**src/rtl/mips_trace_buffer_pkg.sv**
```systemverilog
// Shared debug package for the MIPS trace buffer.
// Holds the state encoding, capture mode constants and the opcode field slice.
package mips_dbg_pkg;

    typedef enum logic [1:0] {
        ST_IDLE   = 2'd0,
        ST_RUN    = 2'd1,
        ST_FROZEN = 2'd2
    } state_e;

    localparam logic [1:0] MODE_WRAP = 2'd0;
    localparam logic [1:0] MODE_STOP = 2'd1;
    localparam logic [1:0] MODE_TRIG = 2'd2;

    localparam int OP_HI = 31;
    localparam int OP_LO = 26;

    // Mode 3 is reserved and behaves like wrap.
    function automatic logic [1:0] norm_mode(input logic [1:0] m);
        return (m == 2'd3) ? MODE_WRAP : m;
    endfunction

endpackage

```
**src/rtl/mips_trace_buffer_if.sv**
```systemverilog
// Drain port of the trace buffer: valid/ready stream of {seq, pc, ir}.
// master = trace buffer (drives data/valid), slave = consumer (drives ready).
interface mips_trace_buffer_if #(
    parameter int DATA_W = 32,
    parameter int SEQ_W  = 16
) ();

    logic              out_valid;
    logic              out_ready;
    logic [DATA_W-1:0] out_pc;
    logic [DATA_W-1:0] out_ir;
    logic [SEQ_W-1:0]  out_seq;

    modport master (
        output out_valid,
        output out_pc,
        output out_ir,
        output out_seq,
        input  out_ready
    );

    modport slave (
        input  out_valid,
        input  out_pc,
        input  out_ir,
        input  out_seq,
        output out_ready
    );

endinterface

```
**src/rtl/mips_trace_buffer_trace_mem.sv**
```systemverilog
// Trace storage: DEPTH x W register array.
// Ports: clk, we/waddr/wdata (synchronous write), raddr/rdata (async read).
module trace_mem #(
    parameter int DEPTH = 16,
    parameter int W     = 80,
    parameter int AW    = $clog2(DEPTH)
) (
    input  logic          clk,
    input  logic          we,
    input  logic [AW-1:0] waddr,
    input  logic [W-1:0]  wdata,
    input  logic [AW-1:0] raddr,
    output logic [W-1:0]  rdata
);

    logic [W-1:0] mem_q [DEPTH];

    always_ff @(posedge clk) begin
        if (we) begin
            mem_q[waddr] <= wdata;
        end
    end

    assign rdata = mem_q[raddr];

endmodule

```
**src/rtl/mips_trace_buffer.sv**
```systemverilog
// Instruction-trace capture buffer for the single-cycle MIPS core.
// Ports: clk, rst (sync, active-low), en/mode/trig_op capture control,
// valid_in/pc_in/ir_in retire sample, dbg drain stream, count/overflow/
// triggered/frozen status.
module mips_trace_buffer
    import mips_dbg_pkg::*;
#(
    parameter int DATA_W    = 32,
    parameter int DEPTH     = 16,
    parameter int SEQ_W     = 16,
    parameter int POST_TRIG = 8
) (
    input  logic                     clk,
    input  logic                     rst,
    input  logic                     en,
    input  logic [1:0]               mode,
    input  logic [5:0]               trig_op,
    input  logic                     valid_in,
    input  logic [DATA_W-1:0]        pc_in,
    input  logic [DATA_W-1:0]        ir_in,
    mips_trace_buffer_if.master      dbg,
    output logic [$clog2(DEPTH):0]   count,
    output logic                     overflow,
    output logic                     triggered,
    output logic                     frozen
);

    localparam int AW    = $clog2(DEPTH);
    localparam int CNT_W = AW + 1;
    localparam int ENT_W = SEQ_W + 2 * DATA_W;

    localparam logic [CNT_W-1:0] FULL = CNT_W'(DEPTH);
    localparam logic [CNT_W-1:0] PT   = CNT_W'(POST_TRIG);

    state_e             state_q, state_d;
    logic [AW-1:0]      wr_ptr_q, wr_ptr_d;
    logic [AW-1:0]      rd_ptr_q, rd_ptr_d;
    logic [CNT_W-1:0]   count_q, count_d;
    logic [SEQ_W-1:0]   seq_q, seq_d;
    logic               overflow_q, overflow_d;
    logic               triggered_q, triggered_d;
    logic [CNT_W-1:0]   post_cnt_q, post_cnt_d;
    logic [1:0]         mode_q, mode_d;
    logic [5:0]         trig_op_q, trig_op_d;

    logic               we;
    logic               is_trig;
    logic [ENT_W-1:0]   rd_data;

    assign is_trig = (ir_in[OP_HI:OP_LO] == trig_op_q);

    always_comb begin
        state_d     = state_q;
        wr_ptr_d    = wr_ptr_q;
        rd_ptr_d    = rd_ptr_q;
        count_d     = count_q;
        seq_d       = seq_q;
        overflow_d  = overflow_q;
        triggered_d = triggered_q;
        post_cnt_d  = post_cnt_q;
        mode_d      = mode_q;
        trig_op_d   = trig_op_q;
        we          = 1'b0;

        unique case (state_q)
            ST_IDLE: begin
                if (en) begin
                    state_d     = ST_RUN;
                    wr_ptr_d    = '0;
                    rd_ptr_d    = '0;
                    count_d     = '0;
                    seq_d       = '0;
                    overflow_d  = 1'b0;
                    triggered_d = 1'b0;
                    post_cnt_d  = '0;
                    mode_d      = norm_mode(mode);
                    trig_op_d   = trig_op;
                end
            end

            ST_RUN: begin
                if (!en) begin
                    state_d = ST_FROZEN;
                end else if (valid_in) begin
                    we       = 1'b1;
                    wr_ptr_d = wr_ptr_q + AW'(1);
                    seq_d    = seq_q + SEQ_W'(1);

                    if (mode_q == MODE_STOP) begin
                        count_d = count_q + CNT_W'(1);
                        if (count_q == FULL - CNT_W'(1)) begin
                            state_d = ST_FROZEN;
                        end
                    end else if (count_q == FULL) begin
                        // Full in wrap/trigger mode: drop the oldest.
                        rd_ptr_d   = rd_ptr_q + AW'(1);
                        overflow_d = 1'b1;
                    end else begin
                        count_d = count_q + CNT_W'(1);
                    end

                    // Only stores count toward the post-trigger window.
                    if (mode_q == MODE_TRIG) begin
                        if (triggered_q) begin
                            post_cnt_d = post_cnt_q + CNT_W'(1);
                            if (post_cnt_q == PT - CNT_W'(1)) begin
                                state_d = ST_FROZEN;
                            end
                        end else if (is_trig) begin
                            triggered_d = 1'b1;
                            if (PT == '0) begin
                                state_d = ST_FROZEN;
                            end
                        end
                    end
                end
            end

            ST_FROZEN: begin
                if (count_q == '0) begin
                    state_d = ST_IDLE;
                end else if (dbg.out_ready) begin
                    rd_ptr_d = rd_ptr_q + AW'(1);
                    count_d  = count_q - CNT_W'(1);
                    if (count_q == CNT_W'(1)) begin
                        state_d = ST_IDLE;
                    end
                end
            end

            default: begin
                state_d = ST_IDLE;
            end
        endcase
    end

    always_ff @(posedge clk) begin
        if (!rst) begin
            state_q     <= ST_IDLE;
            wr_ptr_q    <= '0;
            rd_ptr_q    <= '0;
            count_q     <= '0;
            seq_q       <= '0;
            overflow_q  <= 1'b0;
            triggered_q <= 1'b0;
            post_cnt_q  <= '0;
            mode_q      <= MODE_WRAP;
            trig_op_q   <= '0;
        end else begin
            state_q     <= state_d;
            wr_ptr_q    <= wr_ptr_d;
            rd_ptr_q    <= rd_ptr_d;
            count_q     <= count_d;
            seq_q       <= seq_d;
            overflow_q  <= overflow_d;
            triggered_q <= triggered_d;
            post_cnt_q  <= post_cnt_d;
            mode_q      <= mode_d;
            trig_op_q   <= trig_op_d;
        end
    end

    trace_mem #(
        .DEPTH (DEPTH),
        .W     (ENT_W)
    ) u_mem (
        .clk   (clk),
        .we    (we),
        .waddr (wr_ptr_q),
        .wdata ({seq_q, pc_in, ir_in}),
        .raddr (rd_ptr_q),
        .rdata (rd_data)
    );

    assign {dbg.out_seq, dbg.out_pc, dbg.out_ir} = rd_data;

    assign frozen        = (state_q == ST_FROZEN);
    assign dbg.out_valid = frozen && (count_q != '0);
    assign count         = count_q;
    assign overflow      = overflow_q;
    assign triggered     = triggered_q;

endmodule
```
**src/flat_wrapper.sv**
```systemverilog
// flat-port wrapper written by rule: the top's interface ports become plain ports
module mips_trace_buffer_flat import mips_dbg_pkg::*;
#(
    parameter int DATA_W    = 32,
    parameter int DEPTH     = 16,
    parameter int SEQ_W     = 16,
    parameter int POST_TRIG = 8
)
  (clk, rst, en, mode, trig_op, valid_in, pc_in, ir_in, count, overflow, triggered, frozen, dbg_out_valid, dbg_out_pc, dbg_out_ir, dbg_out_seq, dbg_out_ready);
  mips_trace_buffer_if #(.DATA_W(DATA_W), .SEQ_W(SEQ_W)) dbg_i ();
  input  logic clk;
  input  logic rst;
  input  logic en;
  input  logic [1:0] mode;
  input  logic [5:0] trig_op;
  input  logic valid_in;
  input  logic [DATA_W-1:0] pc_in;
  input  logic [DATA_W-1:0] ir_in;
  output logic [$clog2(DEPTH):0] count;
  output logic overflow;
  output logic triggered;
  output logic frozen;
  output wire logic [$bits(dbg_i.out_valid)-1:0] dbg_out_valid;
  output wire logic [$bits(dbg_i.out_pc)-1:0] dbg_out_pc;
  output wire logic [$bits(dbg_i.out_ir)-1:0] dbg_out_ir;
  output wire logic [$bits(dbg_i.out_seq)-1:0] dbg_out_seq;
  input wire logic [$bits(dbg_i.out_ready)-1:0] dbg_out_ready;
  assign dbg_out_valid = dbg_i.out_valid;
  assign dbg_out_pc = dbg_i.out_pc;
  assign dbg_out_ir = dbg_i.out_ir;
  assign dbg_out_seq = dbg_i.out_seq;
  assign dbg_i.out_ready = dbg_out_ready;
  mips_trace_buffer #(.DATA_W(DATA_W), .DEPTH(DEPTH), .SEQ_W(SEQ_W), .POST_TRIG(POST_TRIG)) u_core (.clk(clk), .rst(rst), .en(en), .mode(mode), .trig_op(trig_op), .valid_in(valid_in), .pc_in(pc_in), .ir_in(ir_in), .dbg(dbg_i), .count(count), .overflow(overflow), .triggered(triggered), .frozen(frozen));
endmodule
```
**config.mk**
```make
export PLATFORM = sky130hd
export DESIGN_NAME = mips_trace_buffer_flat
export DESIGN_NICKNAME = d
export VERILOG_FILES = /design/src/rtl/mips_trace_buffer_pkg.sv /design/src/rtl/mips_trace_buffer_if.sv /design/src/rtl/mips_trace_buffer_trace_mem.sv /design/src/rtl/mips_trace_buffer.sv /design/src/flat_wrapper.sv
export SDC_FILE = /design/constraint.sdc
export NUM_CORES = 1
export LEC_CHECK = 0
export CORE_MARGIN = 2
export CORE_UTILIZATION = 50
export DETAILED_ROUTE_END_ITERATION = 8
export PLACE_DENSITY_LB_ADDON = 0.05
export SLEW_MARGIN = 20
export SYNTH_ARGS = -nofsm -noshare
export SYNTH_HDL_FRONTEND = slang
export SYNTH_HIERARCHICAL = 1
export SYNTH_SLANG_ARGS = --single-unit
```
**constraint.sdc**
```tcl
create_clock -name clk -period 10.3 [get_ports clk]
set_clock_uncertainty 0.05 [all_clocks]
set_input_delay 2.06 -clock clk [delete_from_list [all_inputs] [get_ports clk]]
set_output_delay 2.06 -clock clk [all_outputs]
set_load 0.02 [all_outputs]
```
### Yosys cells after proc, flatten, opt, wreduce, memory -nomap -nowiden

Memory sizes are Yosys's and may differ from the RTL's. A register that Yosys moved wholly into a read port is not among the register bits.
Index checks and enable logic that the tools add are counted.

* bits in read-only memories: 0
* word-level logic and storage cells: 114
* bits of input ports: 77
* memories: 1
* memory bits (writable): 1280
* flip-flop bits (word level): 46
* output and inout port bits: 89
* bits in latches: 0

* eq/ne operators: 23
* $mul: 0
* reduce and logical (&&, ||, !) cells: 14
* $add $sub $neg: 6
* bitwise gates (word level): 0
* shift operators: 0
* multiplexer cells: 60
* order comparisons: 0
* div/mod/pow operators: 0

Memories
* u_core.u_mem.mem_q: depth 16, bits a word 80, rd ports 1, clocked after Yosys merged registers in 1, write ports 1, line mips_trace_buffer_trace_mem.sv:16 `logic [W-1:0] mem_q [DEPTH];`

Operator list (count)
* $mux W5: 11
* $mux W16: 3
* $mux W4: 11
* $pmux W16 S2: 1
* $mux W2: 12
* $add A16 B1 Y16 const B: 1
* $mux W1: 15
* $pmux W5 S3: 1
* $ne A2 B2 Y1 const B: 6
* $pmux W4 S3: 1
* $reduce_and A6 Y1: 2
* $add A5 B1 Y5 const B: 2
* $pmux W5 S2: 1
* $ne A3 B3 Y1 const B: 3
* $add A4 B1 Y4 const B: 2
* $pmux W4 S2: 1
* $reduce_and A4 Y1: 2
* $reduce_and A8 Y1: 1
* $reduce_and A7 Y1: 1
* $eq A2 B2 Y1 const B: 3
* $eq A6 B6 Y1: 1
* $ne A2 B1 Y1 const B: 3
* $pmux W2 S3: 1
* $eq A5 B1 Y1 const B: 1
* other kinds (15): 17

### Depth between registers and ports, before layout

* depth after elaboration: 9
* depth in mapped cells: 8
* depth with buffers taken out: 7

### Hierarchy

The synthesis kept the hierarchy.

By module, submodules not included
* trace_mem: area an instance 47820.9 um^2, cells an instance 1974, times used 1, sequential area each 38436.9 um^2
* mips_trace_buffer: area an instance 2602.5 um^2, cells an instance 308, times used 1, sequential area each 920.9 um^2

### Least setup slack after synthesis

Ideal clock, no wire load.

* path type: input to register
* start: in en
* end: mem u_core.u_mem.mem_q[0][0], enable pin
* data arrival time: 8522 ps
* stages on the path: 4
* data required time: 9634 ps
* buffers on the path: 1
* slack: 1111 ps
* setup time: 616 ps
* cells stage by stage: clkbuf_1 > and3_1 > or3b_2 > nor3_1

* longest elaborated chain between the ends: 4

RTL lines
* start: declaration: line flat_wrapper.sv:13 `input logic en;`
* $mux W1: line mips_trace_buffer.sv:82 `if (!en) begin`
* $mux W1: line mips_trace_buffer.sv:65 `unique case (state_q)`
* via u_core.we: line mips_trace_buffer.sv:46 `logic we;`
* $mux W1: line mips_trace_buffer_trace_mem.sv:19 `if (we) begin`
* $mux W1 (not written as such): line mips_trace_buffer_trace_mem.sv:20 `mem_q[waddr] <= wdata;`
* end: declaration: line mips_trace_buffer_trace_mem.sv:16

The timed path passes the listed nets, and every way through them passes these cells.

==> run metrics <==
status=complete, no violations; synth unique cells=61; DIE WIDTH=322 µm; Slew Viols, Final=0; Avg WL per Cell=28.4 µm; CP delay by family, top=buffers and inverters; startpoint types=flop; Reg2Reg Setup Slack=6.09 ns; clock-pin transition on the worst setup and hold timing paths=0.06 ns; fin crit period=6.72 ns; synthesized area=50,400 µm²; postcts setup bufs=0; Port Buffers=165; Buf/Inv on CP=3; Total GRT Usage=0.220; Avg Vias per Cell=6.12; crit path max fanout=40; worst r2r path cells=7; final setup fails=0; Max VDD drop=0.000137 V; non-filler cells, final=3,923; Die Ht=322 µm; First DRT Iteration DRCs=2,183; Worst EP arrival=4.61 ns; antenna viol nets, final=0; final hold violations=0; multi-input logic area=10,500 µm²; global-route wire length before repair=165 mm; sequential element share of the synthesized area=0.781; core area=100,000 µm²; Slowest cell on crit path=buf_4; Synth Register Bits=1,326; Final GP Congestion=0.755; most frequent cell after synthesis=edfxtp_1; FF-to-FF Start=u_core/state_q[1]; critical-path cell list=buf_4 -> buf_4 -> mux4_2 -> a22oi_1 -> nand2_1 -> clkdlybuf4s50_1; maximum level of the CTS H-tree=4; Fin Setup TNS=0 ns; clk_lat worst skew=0.72 ns; Clock Sinks=1,326; Req. time, crit path=8.19 ns; Remaining DRCs=0; leak pwr=0.0180 µW; Max Root-Sink Buffers=3; Post-Syn Instances=2,282; CTS tree=built; ys async rst share=0; RR Endpoint=u_core/u_mem/mem_q[7][39]; DP Cell Count=3,672; Detailed Routing Iterations Pass 1=5; effective utilization at floorplan=0.504; hold buffer count at cts=0; post-synth top area cell=edfxtp_1; P&R area growth vs syn=14.7%; average size of a mapped cell=22.1 µm²; Tightest Pin Transition=1.17 ns; hpwl dp=56.0 mm; largest net degree at the start of global routing=130; Post-synth top cells=1,280 x edfxtp_1, 320 x mux4_2, 161 x a22oi_1; final net count=2,603; Tcrit/Tclk final=0.652; # IOs=166; Setup crit end kind=primary output; Max Freq=149 MHz; vias in the first global route=25,500; Row Count=116; RSZ-0062 raised after global routing=false; CTS buffer count=137; WP depth=6; CP Class=flop to primary output; Crit path top cell by count=buf_4; gr ovfl total=0; Hold Crit Class=flop to flop; Filler Cell Count=7,236; max_cap viols=0; ratio of cells with drive above 1 in the final layout=0.225; YS warnings=6; Slew HR=0.219; syn_nets=2,372; max incr delay on CP=0.78 ns; routed via count=24,000; Post-Route WL=111 mm; Post-synth EDFFs=1,280; top cell type's share of synthesized area=0.762; initial antenna violation count=6; PostCTS Resize Cnt=0; register area=39,400 µm²; Main synth FF type=edfxtp_1; hold path start=u_core/trig_op_q[3]; Worst Hold End=u_core/trig_op_q[3]; largest cells by area after synthesis=edfxtp_1 76%, mux4_2 14%, a22oi_1 2.4%; hold-critical path depth=2; power density cells=213 nW/µm²; Root Driver=clkbuf_16; die area=103,000 µm²; worst hold slack=0.418 ns
[registers in the layout (all words and copies together) (netlist names)]
register and count:
u_core/count 5, u_core/mode_q 2, u_core/overflow 1, u_core/post_cnt_q 5, u_core/rd_ptr_q 4, u_core/seq_q 16
u_core/state_q 2, u_core/trig_op_q 6, u_core/triggered 1, u_core/u_mem/mem_q 1280, u_core/wr_ptr_q 4
[logic make-up after synthesis]
kind of cell    count (synthesis)  share of synthesized area
compound gates                241                     0.0346
xor+xnor                       11                    0.00191
fa+ha+maj                      13                    0.00323
buf+inv                       136                     0.0135
flops                        1326                      0.781
mux                           324                      0.144
simple gates                  231                     0.0223
[worst register-to-register path, cell delays in order (launching register included)]
cell and delay, ns:
dfxtp_1 0.32, inv_1 0.10, ha_1 0.56, and3_1 0.41, nand3b_1 0.33, nor2_4 0.68
buf_4 0.62, buf_4 0.73
[power by group]
group	internal (µW)	switching (µW)
clock network	2660	1960
logic	855	838
registers	5940	51.9
[layout by cell type (no fill, tap or decap), types with 3 or more instances in the layout]
cell type        synthesis  routed
inv_6                    0       5
clkinv_1                 0      25
o311ai_0                 4       4
dfxtp_1                 46      44
clkbuf_16                0     145
clkinvlp_4               0       6
o21ai_0                  8       8
a21oi_1                 28      28
clkbuf_1                51      37
edfxtp_1              1280    1280
or4_1                    9       9
o31ai_1                 12      12
or4b_1                   3       3
nor3_2                   0       4
inv_1                   12      12
nand2b_1                 9       9
and2_1                   5       4
a22oi_1                161     161
nand2_1                114     114
nor3b_1                  3       3
nand4_1                  4       4
nand3_1                 19      19
ha_1                    13      13
nor2_4                   0      13
clkinv_2                 0      22
xor2_1                   8       8
o211ai_1                 5       5
or3_1                   11      11
diode_2                  0       3
mux4_2                 320     320
bufinv_16                0       3
and3_1                   3       3
xnor2_1                  3       3
a221oi_1                 3       3
nor2_1                  29      16
buf_4                    5      49
clkdlybuf4s50_1          0     165
[how the worst max path moves through the flow]
stage | startpoint | endpoint | slack, ns
final | u_core/rd_ptr_q[0] | dbg_out_seq[6] | 3.58
after detailed placement | en | u_core/u_mem/mem_q[7][20] | 3.91
after floorplan | en | u_core/u_mem/mem_q[0][0] | 1.11
after global placement | en | u_core/u_mem/mem_q[7][46] | 3.98
after global routing | u_core/rd_ptr_q[0] | dbg_out_seq[6] | 3.17
after CTS | u_core/rd_ptr_q[0] | dbg_out_seq[6] | 3.39
[cell type report]
class                           instances  share of cell area
Multi-Input combinational cell        820               0.182
Clock inverter                         65             0.00749
Inverter                               12            0.000779
Clock buffer                          183              0.0654
Timing Repair Buffer                  216              0.0356
Antenna cell                            3            0.000130
Sequential cell                      1326               0.681
Tap cell                             1298              0.0281
[metrics by stage]
| stage | util | setup slack (ns) | power, µW | instance area (µm²) |
|---|---|---|---|---|
| floorplan | - | 1.11 | 7340 | 50400 |
| global placement | 0.536 | 3.98 | 7820 | 53600 |
| detailed placement | 0.536 | 3.91 | 7840 | 53600 |
| CTS | 0.578 | 3.39 | 12500 | 57800 |
| global route | 0.578 | 3.17 | 12800 | 57800 |
| finish | 0.578 | 3.58 | 12300 | 57800 |
[per-layer routing]
layer	routed length (µm)	GRT usage	vias up
li1	-	-	10200
met4	1990	0.0604	6
met1	48300	0.312	13000
met3	6510	0.0428	132
met2	54400	0.353	681
met5	39	0	-
Power figures use the tool's default switching activity.
